## config.mk

```make
export PLATFORM = sky130hd
export DESIGN_NAME = conv_window_gen_flat
export DESIGN_NICKNAME = d
export VERILOG_FILES = /design/src/rtl/conv_pkg.sv /design/src/rtl/conv_window_gen_if.sv /design/src/rtl/line_buffer.sv /design/src/rtl/conv_window_gen.sv /design/src/flat_wrapper.sv
export SDC_FILE = /design/constraint.sdc
export NUM_CORES = 1
export LEC_CHECK = 0
export ABC_AREA = 1
export CELL_PAD_IN_SITES_DETAIL_PLACEMENT = 1
export CELL_PAD_IN_SITES_GLOBAL_PLACEMENT = 1
export CORE_MARGIN = 8
export CORE_UTILIZATION = 45
export CTS_CLUSTER_SIZE = 10
export DETAILED_ROUTE_END_ITERATION = 8
export HOLD_SLACK_MARGIN = 0.08
export PLACE_DENSITY = 0.82
export SLEW_MARGIN = 20
export SYNTH_ARGS = -nofsm -noshare
export SYNTH_HDL_FRONTEND = slang
export SYNTH_HIERARCHICAL = 1
export SYNTH_SLANG_ARGS = --single-unit
```

## constraint.sdc

```tcl
create_clock -name clk -period 13.44 [get_ports clk]
set_input_delay 3.36 -clock clk [delete_from_list [all_inputs] [get_ports clk]]
set_output_delay 3.36 -clock clk [all_outputs]
set_load 0.02 [all_outputs]
```

## src/rtl/conv_pkg.sv

```systemverilog
// conv_pkg: constants and helpers shared by the sliding-window generator and
// the downstream convolution stage.
//   DATA_WIDTH, K     : default pixel width and kernel size
//   IMG_W, IMG_H, S   : default image geometry and stride
//   cnt_w()           : counter width for a modulus n (at least 1 bit)
//   elem_lsb()        : LSB of window element (r, c) in the packed vector
package conv_pkg;

    localparam int unsigned DATA_WIDTH = 32;
    localparam int unsigned K          = 3;
    localparam int unsigned IMG_W      = 8;
    localparam int unsigned IMG_H      = 8;
    localparam int unsigned S          = 1;

    // Bits needed to count 0..n-1; a 1-bit counter is kept for n <= 1.
    function automatic int unsigned cnt_w(input int unsigned n);
        return (n > 1) ? $clog2(n) : 1;
    endfunction

    // Packing convention: element r*k+c, r=0 top row, c=0 left column.
    function automatic int unsigned elem_lsb(input int unsigned r,
                                             input int unsigned c,
                                             input int unsigned kk,
                                             input int unsigned dw);
        return dw * (r * kk + c);
    endfunction

endpackage

```

## src/rtl/conv_window_gen_if.sv

```systemverilog
// conv_window_gen_if: pixel-in / window-out bundle of the window generator.
//   pix_in, pix_valid        : raster pixel stream (no backpressure)
//   activation1              : packed k*k window
//   win_valid, frame_done    : one-cycle strobes
// master = pixel source / window consumer, slave = window generator.
interface conv_window_gen_if #(
    parameter int unsigned data_width = conv_pkg::DATA_WIDTH,
    parameter int unsigned k          = conv_pkg::K
) ();

    logic [data_width-1:0]       pix_in;
    logic                        pix_valid;
    logic [k*k*data_width-1:0]   activation1;
    logic                        win_valid;
    logic                        frame_done;

    modport master (
        output pix_in,
        output pix_valid,
        input  activation1,
        input  win_valid,
        input  frame_done
    );

    modport slave (
        input  pix_in,
        input  pix_valid,
        output activation1,
        output win_valid,
        output frame_done
    );

endinterface

```

## src/rtl/line_buffer.sv

```systemverilog
// line_buffer: one image row of pixels, combinational read and synchronous
// write on a shared address. Contents are not reset.
//   clk          : clock
//   addr_i       : column address (read and write)
//   wr_en_i      : write wr_data_i at addr_i on the rising edge
//   wr_data_i    : write data
//   rd_data_c_o  : combinational read of addr_i (value before this edge's write)
module line_buffer #(
    parameter int unsigned data_width = 32,
    parameter int unsigned depth      = 8,
    parameter int unsigned addr_w     = 3
) (
    input  logic                  clk,
    input  logic [addr_w-1:0]     addr_i,
    input  logic                  wr_en_i,
    input  logic [data_width-1:0] wr_data_i,
    output logic [data_width-1:0] rd_data_c_o
);

    logic [data_width-1:0] mem_q [depth];

    // Row storage write port.
    always_ff @(posedge clk) begin
        if (wr_en_i) begin
            mem_q[addr_i] <= wr_data_i;
        end
    end

    assign rd_data_c_o = mem_q[addr_i];

endmodule

```

## src/rtl/conv_window_gen.sv

```systemverilog
// conv_window_gen: raster pixel stream in, k x k sliding windows out at
// stride-aligned positions. Buffers k-1 rows in line buffers plus a k x k
// window register; outputs are registered with one cycle of latency.
//   clk          : clock, rising edge
//   global_rst   : asynchronous active-high reset
//   win_if       : slave side of conv_window_gen_if
//                  (pix_in/pix_valid in, activation1/win_valid/frame_done out)
module conv_window_gen
    import conv_pkg::*;
#(
    parameter int unsigned data_width = DATA_WIDTH,
    parameter int unsigned k          = K,
    parameter int unsigned s          = S,
    parameter int unsigned img_w      = IMG_W,
    parameter int unsigned img_h      = IMG_H
) (
    input  logic             clk,
    input  logic             global_rst,
    conv_window_gen_if.slave win_if
);

    localparam int unsigned COL_W = cnt_w(img_w);
    localparam int unsigned ROW_W = cnt_w(img_h);
    localparam int unsigned PH_W  = cnt_w(s);

    logic [COL_W-1:0]      col_q, col_d;
    logic [ROW_W-1:0]      row_q, row_d;
    logic [PH_W-1:0]       cph_q, cph_d;
    logic [PH_W-1:0]       rph_q, rph_d;
    logic                  win_valid_q, win_valid_d;
    logic                  frame_done_q, frame_done_d;
    logic [data_width-1:0] win_q [k][k];
    logic [data_width-1:0] win_d [k][k];

    logic [data_width-1:0] lb_rd [k-1];
    logic [data_width-1:0] new_col [k];
    logic                  col_ok;
    logic                  row_ok;
    logic                  last_col;
    logic                  last_row;

    // Row store chain: buffer j holds the row j+1 above the current one.
    for (genvar j = 0; j < int'(k) - 1; j++) begin : g_lb
        if (j == 0) begin : g_first
            line_buffer #(
                .data_width (data_width),
                .depth      (img_w),
                .addr_w     (COL_W)
            ) u_lb (
                .clk         (clk),
                .addr_i      (col_q),
                .wr_en_i     (win_if.pix_valid),
                .wr_data_i   (win_if.pix_in),
                .rd_data_c_o (lb_rd[j])
            );
        end else begin : g_rest
            line_buffer #(
                .data_width (data_width),
                .depth      (img_w),
                .addr_w     (COL_W)
            ) u_lb (
                .clk         (clk),
                .addr_i      (col_q),
                .wr_en_i     (win_if.pix_valid),
                .wr_data_i   (lb_rd[j-1]),
                .rd_data_c_o (lb_rd[j])
            );
        end
    end

    // Incoming window column, top (oldest row) to bottom (current pixel).
    always_comb begin
        for (int r = 0; r < int'(k); r++) begin
            new_col[r] = '0;
        end
        for (int r = 0; r < int'(k) - 1; r++) begin
            new_col[r] = lb_rd[int'(k) - 2 - r];
        end
        new_col[k-1] = win_if.pix_in;
    end

    // Stride alignment from phase counters; phase is 0 until k-1 is reached.
    assign col_ok   = (col_q >= COL_W'(k - 1)) && (cph_q == '0);
    assign row_ok   = (row_q >= ROW_W'(k - 1)) && (rph_q == '0);
    assign last_col = (col_q == COL_W'(img_w - 1));
    assign last_row = (row_q == ROW_W'(img_h - 1));

    // Next-state: everything holds on bubbles, strobes default low.
    always_comb begin
        col_d        = col_q;
        row_d        = row_q;
        cph_d        = cph_q;
        rph_d        = rph_q;
        win_valid_d  = 1'b0;
        frame_done_d = 1'b0;
        for (int r = 0; r < int'(k); r++) begin
            for (int c = 0; c < int'(k); c++) begin
                win_d[r][c] = win_q[r][c];
            end
        end

        if (win_if.pix_valid) begin
            for (int r = 0; r < int'(k); r++) begin
                for (int c = 0; c < int'(k) - 1; c++) begin
                    win_d[r][c] = win_q[r][c+1];
                end
                win_d[r][k-1] = new_col[r];
            end

            win_valid_d = col_ok && row_ok;

            if (last_col) begin
                col_d = '0;
                cph_d = '0;
                if (last_row) begin
                    row_d        = '0;
                    rph_d        = '0;
                    frame_done_d = 1'b1;
                end else begin
                    row_d = row_q + ROW_W'(1);
                    if (row_q < ROW_W'(k - 1)) begin
                        rph_d = '0;
                    end else if (rph_q == PH_W'(s - 1)) begin
                        rph_d = '0;
                    end else begin
                        rph_d = rph_q + PH_W'(1);
                    end
                end
            end else begin
                col_d = col_q + COL_W'(1);
                if (col_q < COL_W'(k - 1)) begin
                    cph_d = '0;
                end else if (cph_q == PH_W'(s - 1)) begin
                    cph_d = '0;
                end else begin
                    cph_d = cph_q + PH_W'(1);
                end
            end
        end
    end

    // State and output registers.
    always_ff @(posedge clk or posedge global_rst) begin
        if (global_rst) begin
            col_q        <= '0;
            row_q        <= '0;
            cph_q        <= '0;
            rph_q        <= '0;
            win_valid_q  <= 1'b0;
            frame_done_q <= 1'b0;
            for (int r = 0; r < int'(k); r++) begin
                for (int c = 0; c < int'(k); c++) begin
                    win_q[r][c] <= '0;
                end
            end
        end else begin
            col_q        <= col_d;
            row_q        <= row_d;
            cph_q        <= cph_d;
            rph_q        <= rph_d;
            win_valid_q  <= win_valid_d;
            frame_done_q <= frame_done_d;
            for (int r = 0; r < int'(k); r++) begin
                for (int c = 0; c < int'(k); c++) begin
                    win_q[r][c] <= win_d[r][c];
                end
            end
        end
    end

    assign win_if.win_valid  = win_valid_q;
    assign win_if.frame_done = frame_done_q;

    // Flatten the window register into the packed activation vector.
    for (genvar r = 0; r < int'(k); r++) begin : g_row
        for (genvar c = 0; c < int'(k); c++) begin : g_col
            assign win_if.activation1[elem_lsb(r, c, k, data_width) +: data_width] = win_q[r][c];
        end
    end

endmodule

```

## src/flat_wrapper.sv

```systemverilog
// flat-port wrapper written by rule: the top's interface ports become plain ports
module conv_window_gen_flat import conv_pkg::*;
#(
    parameter int unsigned data_width = DATA_WIDTH,
    parameter int unsigned k          = K,
    parameter int unsigned s          = S,
    parameter int unsigned img_w      = IMG_W,
    parameter int unsigned img_h      = IMG_H
)
  (clk, global_rst, win_if_pix_in, win_if_pix_valid, win_if_activation1, win_if_win_valid, win_if_frame_done);
  conv_window_gen_if #(.data_width(data_width), .k(k)) win_if_i ();
  input  logic clk;
  input  logic global_rst;
  input wire logic [$bits(win_if_i.pix_in)-1:0] win_if_pix_in;
  input wire logic [$bits(win_if_i.pix_valid)-1:0] win_if_pix_valid;
  output wire logic [$bits(win_if_i.activation1)-1:0] win_if_activation1;
  output wire logic [$bits(win_if_i.win_valid)-1:0] win_if_win_valid;
  output wire logic [$bits(win_if_i.frame_done)-1:0] win_if_frame_done;
  assign win_if_i.pix_in = win_if_pix_in;
  assign win_if_i.pix_valid = win_if_pix_valid;
  assign win_if_activation1 = win_if_i.activation1;
  assign win_if_win_valid = win_if_i.win_valid;
  assign win_if_frame_done = win_if_i.frame_done;
  conv_window_gen #(.data_width(data_width), .k(k), .s(s), .img_w(img_w), .img_h(img_h)) u_core (.clk(clk), .global_rst(global_rst), .win_if(win_if_i));
endmodule
```

==> results of run 1 <==
[where the power goes]
group / switching [mW] / internal, mW / leakage, nW
Clock: 0.973 / 1.33 / 1.29
Sequential: 0.270 / 3.33 / 8.41
Combinational: 1.89 / 0.832 / 8.37
Total: 3.13 / 5.49 / 18.1
[cell usage after synthesis]
master,instances
dfrtp_1,296
clkbuf_2,1
inv_1,370
ha_1,4
clkbuf_1,19
buf_1,2
nor3_1,4
buf_2,85
buf_6,2
o21ai_0,101
edfxtp_1,512
nor2_1,19
nor2_2,2
inv_2,5
buf_4,43
nand2_1,1725
nand3_1,124
[layer usage]
metal	part of all wire (%)	GRT usage, %	up-vias
met5	0	0	-
met3	4.4	3.06	162
met1	39	26.6	11788
met4	2.9	7.99	0
met2	54	42.0	548
li1	-	-	10894
[cell type report]
type | instances | area, µm² | area share (%)
diodes | 1 | 2.50 | 0.00633
clock buffers | 163 | 2650 | 6.71
clock inverters | 5 | 62.6 | 0.158
inverters | 375 | 1430 | 3.60
multi-input cells | 1979 | 7850 | 19.8
flip-flops and latches | 808 | 22800 | 57.6
well taps | 959 | 1200 | 3.03
repair buffers | 361 | 3580 | 9.05
[flip-flops by register name, summed over array words and instances (netlist names)]
register,flops
u_core/win_if.activation1,288
u_core/win_if.win_valid,1
u_core/col_q,3
u_core/row_q,3
u_core/g_lb.g_rest.u_lb/mem_q,256
u_core/g_lb.g_first.u_lb/mem_q,256
u_core/win_if.frame_done,1
[path summary, 6_finish.rpt]
check,to,cells after the start
max,u_core/g_lb[1].g_rest.u_lb/mem_q[0][2],6
min,u_core/win_if.activation1[127],2
max reg2reg,u_core/g_lb[1].g_rest.u_lb/mem_q[5][20],9
min reg2reg,u_core/win_if.activation1[127],2
max in group asynchronous,u_core/win_if.activation1[130],4
min in group asynchronous,u_core/win_if.activation1[16],2
[per-stage QoR]
stage,utilization [%],power (mW)
floorplan,-,5.04
global placement,50.7,6.22
detailed placement,50.7,6.35
CTS,54.4,8.71
global route,54.5,9.03
finish,54.5,8.63
[kinds of logic (layout without fill, tap and decap cells)]
kind of cell / Yosys count / in the layout
other cells: 0 / 1
compound gates: 101 / 101
flops: 808 / 808
simple gates: 1874 / 1874
buf+inv: 527 / 904
fa+ha+maj: 4 / 4
[worst max-delay path, stage by stage]
cell and delay (ps):
buf_8 310, buf_4 420, buf_4 740, nand2_1 460
nor3_4 700, buf_4 430
[cell usage in the layout (no fill, tap or decap), types with 4 or more instances in the layout]
| master | n |
|---|---|
| buf_4 | 34 |
| clkdlybuf4s50_1 | 323 |
| nor2_4 | 7 |
| clkbuf_16 | 95 |
| nand2_1 | 1725 |
| nor2_1 | 7 |
| nand3_1 | 124 |
| nor2_2 | 7 |
| clkinv_2 | 4 |
| ha_1 | 4 |
| clkbuf_1 | 66 |
| dfrtp_1 | 294 |
| inv_1 | 366 |
| edfxtp_1 | 512 |
| o21ai_0 | 101 |
==> results.md, run 1 <==
- Yosys reg bits: 808
- Final worst-path cycle share: 46.3%
- Fmax: 0.161 GHz
- Pwr dens: 218 nW/µm²
- Setup CP Type: primary input to flop
- CP max FO: 80
- Vias in the first global route: 25222
- Iter 0 DRT Violations: 1563
- Routed vias: 23392
- Final number of hold-violating endpoints: 0
- Synthesized cell area: 32800 µm²
- CTS Buf Count: 92
- Worst r2r src: u_core/col_q[0]
- DP Area: 36800 µm²
- Final hold slack: 469 ps
- Mapped Avg Cell Area: 9.90 µm²
- All-Layer GR Usage: 22.6%
- CP startpoint: win_if_pix_valid
- First-pass GRT wire length: 145000 µm
- Syn Nets: 3353
- Synth cell types: 17
- Simple-gate share of the synthesized area: 22.0%
- # IOs: 325
- Post-placement cell count: 4480
- Outcome: finished clean
- Routed vias/inst: 5.03
- DR pass1 iterations: 5
- Startpoint type of the worst setup path: primary input
- Synth Area in XOR/XNOR: 0%
- Top cells by area, synth: edfxtp_1 (47%), dfrtp_1 (23%), nand2_1 (20%)
- Layout filler cell count: 8061
- PortBufs: 324
- Layout area overhead: 20.6%
- Effective utilization at floorplan: 45.2%
- GPL Wtd Cong: 0.765
- RSZ-0062 raised after global routing: false
- Pins Over Slew Limit: 0
- Slew @ Worst Pin: 1130 ps
- Clk Latency, worst-skew pair: 650 ps
- Setup TNS: 0 ps
- Sequential element share of the synthesized area: 69.5%
- Post-route setup slack: 7220 ps
- Final wirelength: 94800 µm
- ANT nets after route: 0
- Max-cap viol count: 0
- Largest family of logic cells by synthesized area: simple AND/OR/NAND/NOR gates
- DP Wirelength: 57800 µm
- Routed WL per cell: 20.4 µm
- Final Setup Violations: 0
- Largest net degree at the start of global routing: 175
- H-tree levels: 3
- Minimum clock period: 6220 ps
- CTS sink cnt: 808
- Cell count after synthesis: 3314
- Final Skew: 35.6 ps
- CP arrival: 6520 ps
- Die Span X: 286 µm
- Post-synth top area share: 46.9%
- Chip height: 286 µm
- Dpl ws: 6240 ps
- Area leader, netlist: edfxtp_1
- Worst Hold Class: flop to flop
- Relative slew slack: 24.2%
- Req. time, crit path: 13740 ps
- Clock buffer depth: 3
- Core area: 72600 µm²
- Post-Synth Adder-Cell Area: 0.153%
- CTS tree: done
- Setup crit end kind: flop
- Worst vdd ir: 0.105 mV
- Final non-filler cell total: 4651
- Resize count post-CTS: 0
- CTS root buf: clkbuf_16
- Cell row count: 99
- Die Footprint: 81800 µm²
- Final Cell Area: 39600 µm²
- Reg2reg setup slack: 9250 ps
- Post-synthesis mux area share: 0%
- Hold Startpoint: u_core/win_if.activation1[127]
- Nets: 3656
- Complex-gate fraction of the synthesized area: 1.54%
- Share of layout cells above drive strength 1: 4.52%
- Post-cts hold buffer count: 0
- DRC: 0
- Post-CTS setup buffers: 0
- LEAKAGE: 18.1 nW
- GRT Residual Overflow: 0
- Antenna violations before repair: 1
- Clk slew on worst S/H paths: 60 ps
- YS warnings: 6
Power figures use the tool's default switching activity.
==> run 2: changes to the inputs <==
==> constraint.sdc (replaced) <==
create_clock -name clk -period 5.8 [get_ports clk]
set_input_delay 1.45 -clock clk [delete_from_list [all_inputs] [get_ports clk]]
set_output_delay 1.45 -clock clk [all_outputs]
set_load 0.02 [all_outputs]
==> results.md, run 2 (same netlist as run 1, synthesis figures left out) <==
- Layout area overhead: 21.2%
- Pwr dens: 508 nW/µm²
- Routed vias/inst: 5.10
- Final core utilization: 54.8%
- Clk Latency, worst-skew pair: 650 ps
- Max-cap viol count: 0
- CTS Buf Count: 93
- Footprint of the multi-input gates: 7840 µm²
- CTS tree: done
- Final number of hold-violating endpoints: 0
- Fmax: 0.278 GHz
- Dpl ws: 2200 ps
- Flop pwr share: 41.7%
- Die Footprint: 81800 µm²
- Final hold slack: 467 ps
- Vias in the first global route: 25975
- Die Span X: 286 µm
- CP max FO: 91
- Post-placement cell count: 4488
- DP Wirelength: 59900 µm
- CP Cell Sequence: buf_4 > nand2_1 > nor2_4
- Routed WL per cell: 21.0 µm
- Max FFs per register: 288
- Clock power share: 27.0%
- Area occupied by registers: 22800 µm²
- Nets: 3667
- Switch Pwr: 7.40 mW
- All-Layer GR Usage: 23.5%
- ANT nets after route: 0
- Relative slew slack: 27.0%
- Combinational cell fraction of total power: 31.4%
- Share of layout cells above drive strength 1: 4.83%
- PortBufs: 324
- Pint: 12.8 mW
- Minimum clock period: 3600 ps
- Post-cts hold buffer count: 0
- Clk slew on worst S/H paths: 60 ps
- Layout filler cell count: 7909
- Setup crit end kind: flop
- Ant. Diodes: 0
- Most frequent cells in the layout: nand2_1 (1725), edfxtp_1 (512), inv_1 (367), clkdlybuf4s50_1 (323), dfrtp_1 (294)
- Chip height: 286 µm
- Final Skew: 20.3 ps
- Antenna violations before repair: 3
- GPL Wtd Cong: 0.740
- Setup CP Type: flop to flop
- Startpoint type of the worst setup path: flop
- Slowest stage delay, CP: 970 ps
- DR pass1 iterations: 5
- Effective utilization at floorplan: 45.2%
- LEAKAGE: 18.2 nW
- Clock buffer depth: 3
- Routed vias: 23773
- Largest net degree at the start of global routing: 126
- Pins Over Slew Limit: 0
- Worst path slowest cell: nor2_4
- Setup TNS: 0 ps
- DRC: 0
- Final wirelength: 97900 µm
- Worst vdd ir: 0.285 mV
- H-tree levels: 3
- Post-CTS setup buffers: 0
- Final non-filler cell total: 4664
- Cell row count: 99
- Most common cell after layout, fill and taps aside: nand2_1
- CTS root buf: clkbuf_16
- GRT Residual Overflow: 0
- # IOs: 325
- RSZ-0062 raised after global routing: false
- Final worst-path cycle share: 62.0%
- First-pass GRT wire length: 150000 µm
- Worst Hold Class: flop to flop
- Core area: 72600 µm²
- CP arrival: 3860 ps
- Resize count post-CTS: 0
- Outcome: finished clean
- CTS sink cnt: 808
- Switching portion of total power: 36.6%
- Final Setup Violations: 0
- Req. time, crit path: 6060 ps
- Post-route setup slack: 2200 ps
- Iter 0 DRT Violations: 1809
- Slew @ Worst Pin: 1090 ps
-- run 2: cell types whose count changed in the layout (fill, tap and decap cells not counted), sizes merged --
cell      change
inv           +3
buf          +10
clkinvlp      +1
diode         -1
clkbuf        +2
clkinv        -2
-- run 2: cell type report --
class | instances | area share (%)
tap | 959 | 3.02
inverter | 375 | 3.58
sequential | 808 | 57.3
clock inverter | 7 | 0.255
multi-input combinational | 1979 | 19.7
timing repair buffer | 371 | 9.34
clock buffer | 165 | 6.75
-- run 2: through the flow --
stage | power (mW) | area (µm²)
floorplan | 11.7 | 32800
global placement | 14.4 | 36900
finish | 20.2 | 39700
global route | 21.1 | 39700
CTS | 20.3 | 39700
detailed placement | 14.7 | 36900
-- run 2: worst max-delay path: cells and delay by family, from the launching register on --
family	cells	cell delay (ps)
and+or+nand+nor	2	1460
buffers and inverters	1	870
DFF	1	750
-- run 2: final timing paths --
check                                               startpoint                                      to  slack [ps]  depth (start not counted)
worst max-delay path                           u_core/col_q[0]  u_core/g_lb[1].g_rest.u_lb/mem_q[5][3]        2200                          3
worst min-delay path            u_core/win_if.activation1[123]          u_core/win_if.activation1[123]         470                          2
worst max register to register                 u_core/col_q[0]  u_core/g_lb[1].g_rest.u_lb/mem_q[5][3]        2200                          3
worst min register to register  u_core/win_if.activation1[123]          u_core/win_if.activation1[123]         470                          2
max in group asynchronous                           global_rst          u_core/win_if.activation1[107]        3400                          3
min in group asynchronous                           global_rst          u_core/win_if.activation1[180]        1330                          2
-- run 2: power groups by stage --
stage	logic [mW]	registers (mW)	clock network [mW]
final	6.33	8.41	5.45
after global routing	6.81	8.53	5.76
after CTS	6.35	8.43	5.56
after detailed placement	6.20	8.52	0
after global placement	5.93	8.45	0
after floorplan	2.65	9.03	0
-- run 2: per-layer routing --
metal | part of all wire [%] | GRT usage [%]
met3 | 5.2 | 3.78
met1 | 38 | 27.1
met4 | 3.1 | 8.73
met2 | 53 | 43.5
met5 | 0.013 | 0
==> run 3: changes to the inputs <==
==> constraint.sdc (replaced) <==
create_clock -name clk -period 3.75 [get_ports clk]
set_input_delay 0.9375 -clock clk [delete_from_list [all_inputs] [get_ports clk]]
set_output_delay 0.9375 -clock clk [all_outputs]
set_load 0.02 [all_outputs]
==> results.md, run 3 (same netlist as run 1, synthesis figures left out) <==
- Layout area overhead: 21.5%
- Setup CP Type: flop to flop
- Effective utilization at floorplan: 45.2%
- CTS root buf: clkbuf_16
- Worst Hold Class: flop to flop
- Hold Startpoint: u_core/win_if.activation1[223]
- Most common cell after layout, fill and taps aside: nand2_1
- Reg2Reg Depth: 4
- Reg2reg setup slack: 940 ps
- Most frequent cells in the layout: nand2_1 (1725), edfxtp_1 (512), inv_1 (369), clkdlybuf4s50_1 (323), dfrtp_1 (294)
- All-Layer GR Usage: 22.9%
- R2r endpoint: u_core/g_lb[0].g_first.u_lb/mem_q[3][29]
- Resize count post-CTS: 0
- Post-cts hold buffer count: 0
- Relative slew slack: 35.5%
- Pins Over Slew Limit: 0
- CTS Buf Count: 93
- WHS Endpoint: u_core/win_if.activation1[223]
- DRC: 0
- Largest net degree at the start of global routing: 166
- Share of layout cells above drive strength 1: 5.30%
- H-tree levels: 3
- Worst vdd ir: 0.474 mV
- Worst path slowest cell: dfrtp_4
- Fmax: 0.355 GHz
- Max-cap viol count: 0
- Startpoint type of the worst setup path: flop
- Die Span X: 286 µm
- Slowest stage delay, CP: 700 ps
- Final Setup Violations: 0
- Chip height: 286 µm
- Final worst-path cycle share: 75.0%
- Final number of hold-violating endpoints: 0
- Hold Path Stages: 2
- Minimum clock period: 2810 ps
- RSZ-0062 raised after global routing: false
- Outcome: finished clean
- PortBufs: 324
- Final Skew: 20.9 ps
- Die Footprint: 81800 µm²
- Pwr dens: 776 nW/µm²
- Clk slew on worst S/H paths: 60 ps
- Iter 0 DRT Violations: 1703
- DP Wirelength: 60200 µm
- Nets: 3684
- Setup crit end kind: flop
- Vias in the first global route: 25554
- ANT nets after route: 0
- DR pass1 iterations: 5
- Worst r2r src: u_core/col_q[0]
- Setup TNS: 0 ps
- Crit path top cell by count: buf_4
- CP max FO: 59
- Power Total: 30.9 mW
- CTS sink cnt: 808
- # IOs: 325
- Antenna violations before repair: 0
- Cell row count: 99
- CP Cell Sequence: buf_4 > nand2_1 > nor2_2 > buf_4
- Max FFs per register: 288
- GPL Wtd Cong: 0.749
- Clock buffer depth: 3
- Routed vias/inst: 5.00
- First-pass GRT wire length: 147000 µm
- LEAKAGE: 18.3 nW
- Final wirelength: 94500 µm
- Post-CTS setup buffers: 0
- Clk Latency, worst-skew pair: 640 ps
- CP arrival: 3150 ps
- CTS tree: done
- GRT Residual Overflow: 0
- Core area: 72600 µm²
- Routed vias: 23410
- Slew @ Worst Pin: 968 ps
- Routed WL per cell: 20.2 µm
- Req. time, crit path: 4090 ps
[run 3: changes by cell type in the layout (fill, tap and decap cells not counted), moves of 3 or more]
cell / change
buf_12: +5
buf_4: +14
clkbuf_1: -5
clkinv_8: +3
[run 3: per-layer routing]
layer | share of wire, % | wire length [µm] | vias to the layer above | track usage [%]
met1 | 39 | 36800 | 11752 | 26.8
li1 | - | - | 10967 | -
met3 | 4.4 | 4150 | 176 | 3.44
met4 | 3.1 | 2970 | 0 | 7.28
met5 | 0 | 0 | - | 0
met2 | 54 | 50600 | 515 | 42.7
[run 3: worst max-delay path by stage]
stage                startpoint                                       end  slack, ps  cells after the start
2_1_floorplan        global_rst                           u_core/col_q[0]      -1120                      1
3_3_place_gp   win_if_pix_valid    u_core/g_lb[1].g_rest.u_lb/mem_q[6][1]       1010                      4
3_5_place_dp    u_core/col_q[0]             u_core/win_if.activation1[90]        880                      9
4_1_cts         u_core/col_q[0]             u_core/win_if.activation1[68]        830                     10
5_1_grt         u_core/col_q[0]    u_core/g_lb[1].g_rest.u_lb/mem_q[5][6]        780                      8
6_report        u_core/col_q[0]  u_core/g_lb[0].g_first.u_lb/mem_q[3][29]        940                      4
[run 3: metrics by stage]
step	hold slack, ps	cells	util [%]	setup slack, ps	instance area, µm²
2_1_floorplan	469	3314	-	-1120	32800
3_3_place_gp	452	4509	51.1	1010	37100
3_5_place_dp	457	4509	51.1	877	37100
4_1_cts	471	4677	54.9	835	39900
5_1_grt	490	4677	54.9	775	39900
6_report	467	4679	54.9	936	39900
[run 3: cell type report]
type / instances / area (µm²)
fill: 7974 / 32700
sequential: 808 / 22800
multi-input combinational: 1979 / 7840
timing repair buffer: 388 / 3860
clock buffer: 162 / 2690
inverter: 375 / 1420
tap: 959 / 1200
clock inverter: 6 / 67.6
antenna: 2 / 5.00
[run 3: critical path: cells and delay by family (launching register included)]
kind / cells / cell delay (ps)
AND/OR/NAND/NOR: 2 / 880
flip-flops: 1 / 700
buffers and inverters: 2 / 910
[run 3: where the power goes]
part / internal [mW] / switching [mW]
sequential: 11.9 / 1.03
clock: 4.83 / 3.49
combinational: 3.05 / 6.59
total: 19.8 / 11.1
